$ cat src/rtl/time_code_generator.sv
// Wall-clock hour/minute counter with a registered one-hot day-phase code for the lighting system.
// Latency: a load or tick is visible on the next clk edge; tcode and tcode_chg update on that same edge.
// Backpressure: none; set_en wins over tick_min, and every request gets a one-cycle set_ack or set_err.
module time_code_generator #(
    parameter int MORNING_START = 6,
    parameter int NOON_START    = 12,
    parameter int EVENING_START = 17,
    parameter int NIGHT_START   = 21
) (
    input  logic       clk,
    input  logic       rst,
    input  logic       tick_min,
    input  logic       set_en,
    input  logic [4:0] set_hour,
    input  logic [5:0] set_min,
    output logic       set_ack,
    output logic       set_err,
    output logic [4:0] hour,
    output logic [5:0] minute,
    output logic [3:0] tcode,
    output logic       tcode_chg
);

    localparam logic [3:0] PH_MORNING = 4'b0001;
    localparam logic [3:0] PH_NOON    = 4'b0010;
    localparam logic [3:0] PH_EVENING = 4'b0100;
    localparam logic [3:0] PH_NIGHT   = 4'b1000;

    logic [4:0] hour_nxt;
    logic [5:0] minute_nxt;
    logic [3:0] tcode_nxt;
    logic       load_ok;
    logic       load_bad;

    // Map an hour to its day phase; anything outside the three daytime bands is night.
    function automatic logic [3:0] phase_of(input logic [4:0] h);
        int hv;
        hv = int'(h);
        if (hv >= MORNING_START && hv < NOON_START) begin
            phase_of = PH_MORNING;
        end else if (hv >= NOON_START && hv < EVENING_START) begin
            phase_of = PH_NOON;
        end else if (hv >= EVENING_START && hv < NIGHT_START) begin
            phase_of = PH_EVENING;
        end else begin
            phase_of = PH_NIGHT;
        end
    endfunction

    // Next time: a load request (valid or not) takes priority and swallows a same-cycle tick.
    always_comb begin
        hour_nxt   = hour;
        minute_nxt = minute;
        load_ok    = 1'b0;
        load_bad   = 1'b0;
        if (set_en) begin
            if (set_hour <= 5'd23 && set_min <= 6'd59) begin
                load_ok    = 1'b1;
                hour_nxt   = set_hour;
                minute_nxt = set_min;
            end else begin
                load_bad = 1'b1;
            end
        end else if (tick_min) begin
            if (minute == 6'd59) begin
                minute_nxt = 6'd0;
                hour_nxt   = (hour == 5'd23) ? 5'd0 : hour + 5'd1;
            end else begin
                minute_nxt = minute + 6'd1;
            end
        end
        tcode_nxt = phase_of(hour_nxt);
    end

    // Time, handshake pulses and phase code; tcode leaves its all-zero reset value on the first edge.
    always_ff @(posedge clk or posedge rst) begin
        if (rst) begin
            hour      <= 5'd0;
            minute    <= 6'd0;
            tcode     <= 4'b0000;
            tcode_chg <= 1'b0;
            set_ack   <= 1'b0;
            set_err   <= 1'b0;
        end else begin
            hour      <= hour_nxt;
            minute    <= minute_nxt;
            tcode     <= tcode_nxt;
            tcode_chg <= (tcode_nxt != tcode);
            set_ack   <= load_ok;
            set_err   <= load_bad;
        end
    end

endmodule

$ cat config.mk
export PLATFORM = sky130hd
export DESIGN_NAME = time_code_generator
export DESIGN_NICKNAME = d
export VERILOG_FILES = /design/src/rtl/time_code_generator.sv
export SDC_FILE = /design/constraint.sdc
export NUM_CORES = 1
export LEC_CHECK = 0
export BUFFER_PORTS_ARGS = -buffer_cell sky130_fd_sc_hd__buf_2
export CAP_MARGIN = 0
export CORE_MARGIN = 3
export CORE_UTILIZATION = 50
export CTS_CLUSTER_SIZE = 8
export DETAILED_ROUTE_END_ITERATION = 6
export PLACE_DENSITY = 0.78
export SLEW_MARGIN = 20
export SYNTH_ARGS = -nofsm -noshare
export SYNTH_HDL_FRONTEND = slang
export SYNTH_SLANG_ARGS = --single-unit
$ cat constraint.sdc
create_clock -name clk -period 2.7 [get_ports clk]
set_clock_uncertainty 0.2 [all_clocks]
set_input_delay 0.405 -clock clk [delete_from_list [all_inputs] [get_ports clk]]
set_output_delay 0.405 -clock clk [all_outputs]
set_load 0.02 [all_outputs]
### Word level (Yosys, flattened, before mapping)

Index checks and enable logic that the tools add are counted.

* equal/unequal tests: 4
* multiplexer cells: 16
* reductions and logical operators: 6
* magnitude comparators: 8
* add/subtract/negate cells: 2

Operators with widths (number)
* 2-to-1 mux 5 bit: 5
* 2-to-1 mux 6 bit: 4
* 2-to-1 mux 4 bit: 3
* < comparator 5 bit (second input constant): 2
* adder 6 x 1 -> 6 bit (second input constant): 1
* == test 6 bit (second input constant): 1
* less-or-equal comparator 6 bit (second input constant): 1
* adder 5 x 1 -> 5 bit (second input constant): 1
* == test 5 bit (second input constant): 1
* >= comparator 5 x 3 -> 1 bit (second input constant): 1
* >= comparator 5 x 4 -> 1 bit (second input constant): 1
* >= comparator 5 bit (second input constant): 1
* less-or-equal comparator 5 bit (second input constant): 1
* < comparator 5 x 4 -> 1 bit (second input constant): 1
* logical AND 1 bit: 4
* 2-to-1 mux 1 bit: 4
* inequality test 4 bit: 1
* inequality test 2 x 1 -> 1 bit (second input constant): 1
* AND reduction 2 bit: 1
* nonzero test 2 bit: 1

* flip-flop bits (word level): 18
* output and inout port bits: 18
* logic and storage cells: 42
* input port bits: 15

### Longest topological paths before layout

* depth in word-level cells: 11
* gate-level depth with buffers: 10
* mapped depth without buffers: 9

### Worst setup path before layout

No wires, ideal clock.

* path type: register to register
* from: register minute[0]
* to: register tcode_chg
* path slack: 82 ps
* path buffers: 1
* cell stages (with the launch flop): 11
* library setup time: 135 ps
* arrival time: 2282 ps
* clock period less this slack: 2618 ps
* required time: 2365 ps
* cells stage by stage: dfrtp_1 > ha_1 > and4b_1 > buf_6 > a41oi_1 > o21a_1 > a221o_2 > nand2_1 > o221a_2 > mux2i_1 > o311ai_1

* longest elaborated chain between the ends: 10
* elaborated cells on any way between the ends: 17
* classes of those cells: order compare: 6; eq/ne: 2; mux: 6; reduce/logical: 3

RTL lines
* start: declaration: line 19 `output logic [5:0] minute,`
* start signal: assignment: line 86 `minute <= minute_nxt;`
* == test 6 bit *: line 65 `if (minute == 6'd59) begin`
* 2-to-1 mux 5 bit *: line 65
* 2-to-1 mux 5 bit *: line 64 `end else if (tick_min) begin`
* 2-to-1 mux 5 bit *: line 56 `if (set_en) begin`
* net hour_nxt[4]: line 29 `logic [4:0] hour_nxt;`
* >= comparator 5 bit or < comparator 5 bit (tied branches): line 43 `end else if (hv >= EVENING_START && hv < NIGHT_START) begin`
* logical AND 1 bit: line 43
* 2-to-1 mux 4 bit: line 43
* 2-to-1 mux 4 bit: line 41 `end else if (hv >= NOON_START && hv < EVENING_START) begin`
* 2-to-1 mux 4 bit *: line 39 `if (hv >= MORNING_START && hv < NOON_START) begin`
* net tcode_nxt[3]: line 31 `logic [3:0] tcode_nxt;`
* inequality test 4 bit *: line 88 `tcode_chg <= (tcode_nxt != tcode);`
* end signal: assignment: line 88
* end: declaration: line 21 `output logic tcode_chg`

The timed path passes the listed nets; every way through them passes the cells marked *.
A chain may end at the register's enable or synchronous reset.

### Worst setup path after layout

* from: register minute[1]
* to: register tcode_chg

* elaborated cells on any way between the ends: 17
* classes of those cells: order compare: 6; eq/ne: 2; mux: 6; reduce/logical: 3

RTL lines (line)
* == test 6 bit *: 65
* 2-to-1 mux 5 bit *: 65
* 2-to-1 mux 5 bit *: 64
* 2-to-1 mux 5 bit *: 56
* >= comparator 5 x 4 -> 1 bit or < comparator 5 bit (tied branches): 41
* logical AND 1 bit: 41
* 2-to-1 mux 4 bit: 41
* 2-to-1 mux 4 bit *: 39
* net tcode_nxt[1]: 31
* inequality test 4 bit *: 88

Marked as above.

==> flow_summary.json <==
{
  "power.density_nw_per_um2": 638,
  "synth_edf_count": 0,
  "design.die.area_um2": 2820,
  "synthSimpleGateAreaFrac_pct": 28.4,
  "reg2reg_from": "minute[1]",
  "grt_overflow": 0,
  "cts_hold_buf": 0,
  "drive_gt1_share_pct": 38.8,
  "worstPathCellList": "ha_2, and4b_2, nand2_4, o211a_1, nor3b_4, buf_4, nor3b_2, a31o_1, and3b_1, o311ai_1",
  "setup.worst_path.class": "reg -> reg",
  "grt_pass1_vias": 1019,
  "reg2reg_slack_ns": 0.003,
  "antenna_left": 0,
  "critPathLaunchType": "register",
  "portBuffers": 32,
  "muxShareOfSynthArea_pct": 1.81,
  "pwr-share-clk_pct": 18.9,
  "area_growth_syn_to_layout_pct": 28.4,
  "worst_pin_slew_ns": 0.684,
  "finalMaxSlewViolations": 0,
  "drc_errors": 0,
  "antenna_found_initial": 0,
  "synth.distinct_cells": 48,
  "placed_area_um2": 1330,
  "setup_viol": 0,
  "clock_latency_ns": 0.30,
  "die_h_um": 53.1,
  "wl_um": 2820,
  "critPathMaxFanout": 6,
  "worstRegToRegCells": 10,
  "synth_top_family_by_area": "simple AND/OR/NAND/NOR gates",
  "grt_max_degree": 19,
  "dp_hpwl_um": 2090,
  "ys_warn_count": 0,
  "num_rows": 16,
  "crit_family": "simple AND/OR/NAND/NOR gates",
  "fillers": 162,
  "drtPass1Iterations": 4,
  "synth_nets": 134,
  "failed_checks": "negative hold slack",
  "avgSynthCellArea_um2": 9.47,
  "sequentialPowerShare_pct": 39.8,
  "p_leak_uw": 0.000700,
  "fmax_mhz": 371,
  "cp_data_arrival_time_ns": 2.70,
  "hold_slack_ns": -0.0143,
  "hold_class": "in -> async",
  "final_area_um2": 1420,
  "clock_sinks": 18,
  "ir_worst_vdd_uv": 422,
  "nets": 178,
  "cp_slowest_cell": "dfrtp_1",
  "clockBufferDepth": 2,
  "hold_violations": 18,
  "grt_usage_pct": 21.2,
  "clk_pin_slew_worst_paths_ns": 0.11,
  "initial_core_util_pct": 54.8,
  "cp_data_required_time_ns": 2.70,
  "critical_path.max_stage_delay_ns": 0.41,
  "maxCapViolations": 0,
  "period_share_pct": 99.9,
  "end_kind": "register",
  "synthAdderAreaFrac_pct": 2.26,
  "internal_power_uw": 558,
  "synth_seq_cells": 18,
  "routedWlPerCell_um": 15.1,
  "drtIter0Drc": 29,
  "num_vias": 1091,
  "synth-xor-area-share_pct": 2.37,
  "grt_pass1_wl_um": 4440,
  "fin_crit_ns": 2.70,
  "ios": 33,
  "synth-compound-area-share_pct": 19.5,
  "gp_congestion": 0.856,
  "switching_share_pct": 38.7,
  "synth_cells": 117,
  "combinationalPowerShare_pct": 41.3,
  "switchingPower_uw": 351,
  "n_antenna_cell": 0,
  "cts_buffers": 3,
  "power_uw": 909,
  "root_buffer": "clkbuf_4",
  "critical_path_buf_inv_count": 1,
  "ys_seq_area_share_pct": 40.6,
  "synth-async-reset-ratio_pct": 100,
  "fp.coreArea_um2": 2020,
  "outcome": "finished with violations",
  "die_w_um": 53.1,
  "cts_tree": "done",
  "relSlewSlack_pct": 54.4,
  "r2r-end": "tcode_chg",
  "synthFlopType": "dfrtp_1",
  "syn_area_um2": 1110,
  "vias_per_cell": 5.83,
  "rsz0062_at_grt": "true",
  "cts_htree_levels": 1
}
Yosys cell counts, drive strengths merged, types with 2 or more instances:
cell type   n  area share [%]
a21oi       4             1.8
nor3        5             2.7
inv         9             3.0
a221o       4             3.8
nor3b       2             2.4
and2        2             1.2
mux2i       2             1.8
o21a        2             1.4
nand4       4             2.8
xnor2       2             1.6
dfrtp      18              41
a211oi      3             2.0
nand2      12             4.7
nand3       7             3.6
buf         2             1.5
nor4        2             1.1
nor2        9             3.0
o21ai       5             2.3
ha          2             2.3
final cells by class:
class	count	area [um^2]	area share, %
sequential	18	450	31.6
inverter	10	38.8	2.72
tap	27	33.8	2.37
clock buffer	4	36.3	2.55
timing repair buffer	41	228	16.0
multi-input combinational	87	637	44.7
timing repair:
item                       in CTS  in global routing
buffers inserted                0                  3
gates resized for setup         0                  8
setup endpoints to repair       0                  1
registers in the layout (all words and copies together), names as in the netlist:
signal	cells
hour	5
minute	6
set_ack	1
set_err	1
tcode	4
tcode_chg	1
how the worst max path moves through the flow:
stage                   start   endpoint  slack (ns)  cells past startpoint
finish              minute[1]  tcode_chg       0.003                     10
global route        minute[1]  tcode_chg       -0.10                     10
CTS                 minute[1]  tcode_chg       0.005                      9
detailed placement  minute[1]  tcode_chg        0.04                      9
global placement    minute[1]  tcode_chg        0.07                      9
floorplan           minute[0]  tcode_chg        0.08                     10
routing by layer:
metal	GRT usage, %	share of wire, %	vias to the layer above
met5	0	0	-
met4	6.38	1.1	0
li1	-	-	524
met1	30.1	45	516
met2	33.3	48	45
met3	2.54	5.7	6
cell families (layout without fill, tap and decap cells):
kind of cell             after synthesis  count (layout)
AO/OA/AOI/OAI                         28              28
XOR/XNOR                               3               3
adder cells (fa/ha/maj)                2               2
buffers and inverters                 12              55
flip-flops                            18              18
multiplexers                           2               2
AND/OR/NAND/NOR                       52              52
power groups by stage:
stage | logic (uW) | clock network (uW) | registers [uW]
3_3_place_gp | 340 | 0 | 363
2_1_floorplan | 167 | 0 | 426
3_5_place_dp | 347 | 0 | 366
6_report | 375 | 172 | 362
5_1_grt | 413 | 183 | 369
4_1_cts | 348 | 173 | 360
through the flow:
step           setup WS, ns  hold slack (ns)  setup TNS (ns)  std cells  util, %
3_3_place_gp         0.0726            0.317               0        180     65.8
6_report            0.00289          -0.0143               0        187     70.4
2_1_floorplan        0.0824            0.144               0        117        -
3_5_place_dp         0.0374            0.340               0        180     65.8
5_1_grt              -0.105           0.0506          -0.105        187     70.4
4_1_cts             0.00499           0.0196               0        184     67.6
layout by cell type, fill, tap and decap left out, types with 2 or more instances in the layout:
cell	count
buf_2	32
nor2_1	9
clkbuf_4	3
mux2i_1	2
buf_4	9
a221o_1	2
nor4_1	2
nand4_1	3
a221o_2	2
dfrtp_1	18
xnor2_1	2
nor3_1	3
inv_1	9
nand2_4	2
nand3_1	6
o21a_1	2
a211oi_1	2
nand2_1	10
a21oi_1	4
nor3_2	2
o21ai_0	5
Note: power is estimated with default switching activity, not from simulation.
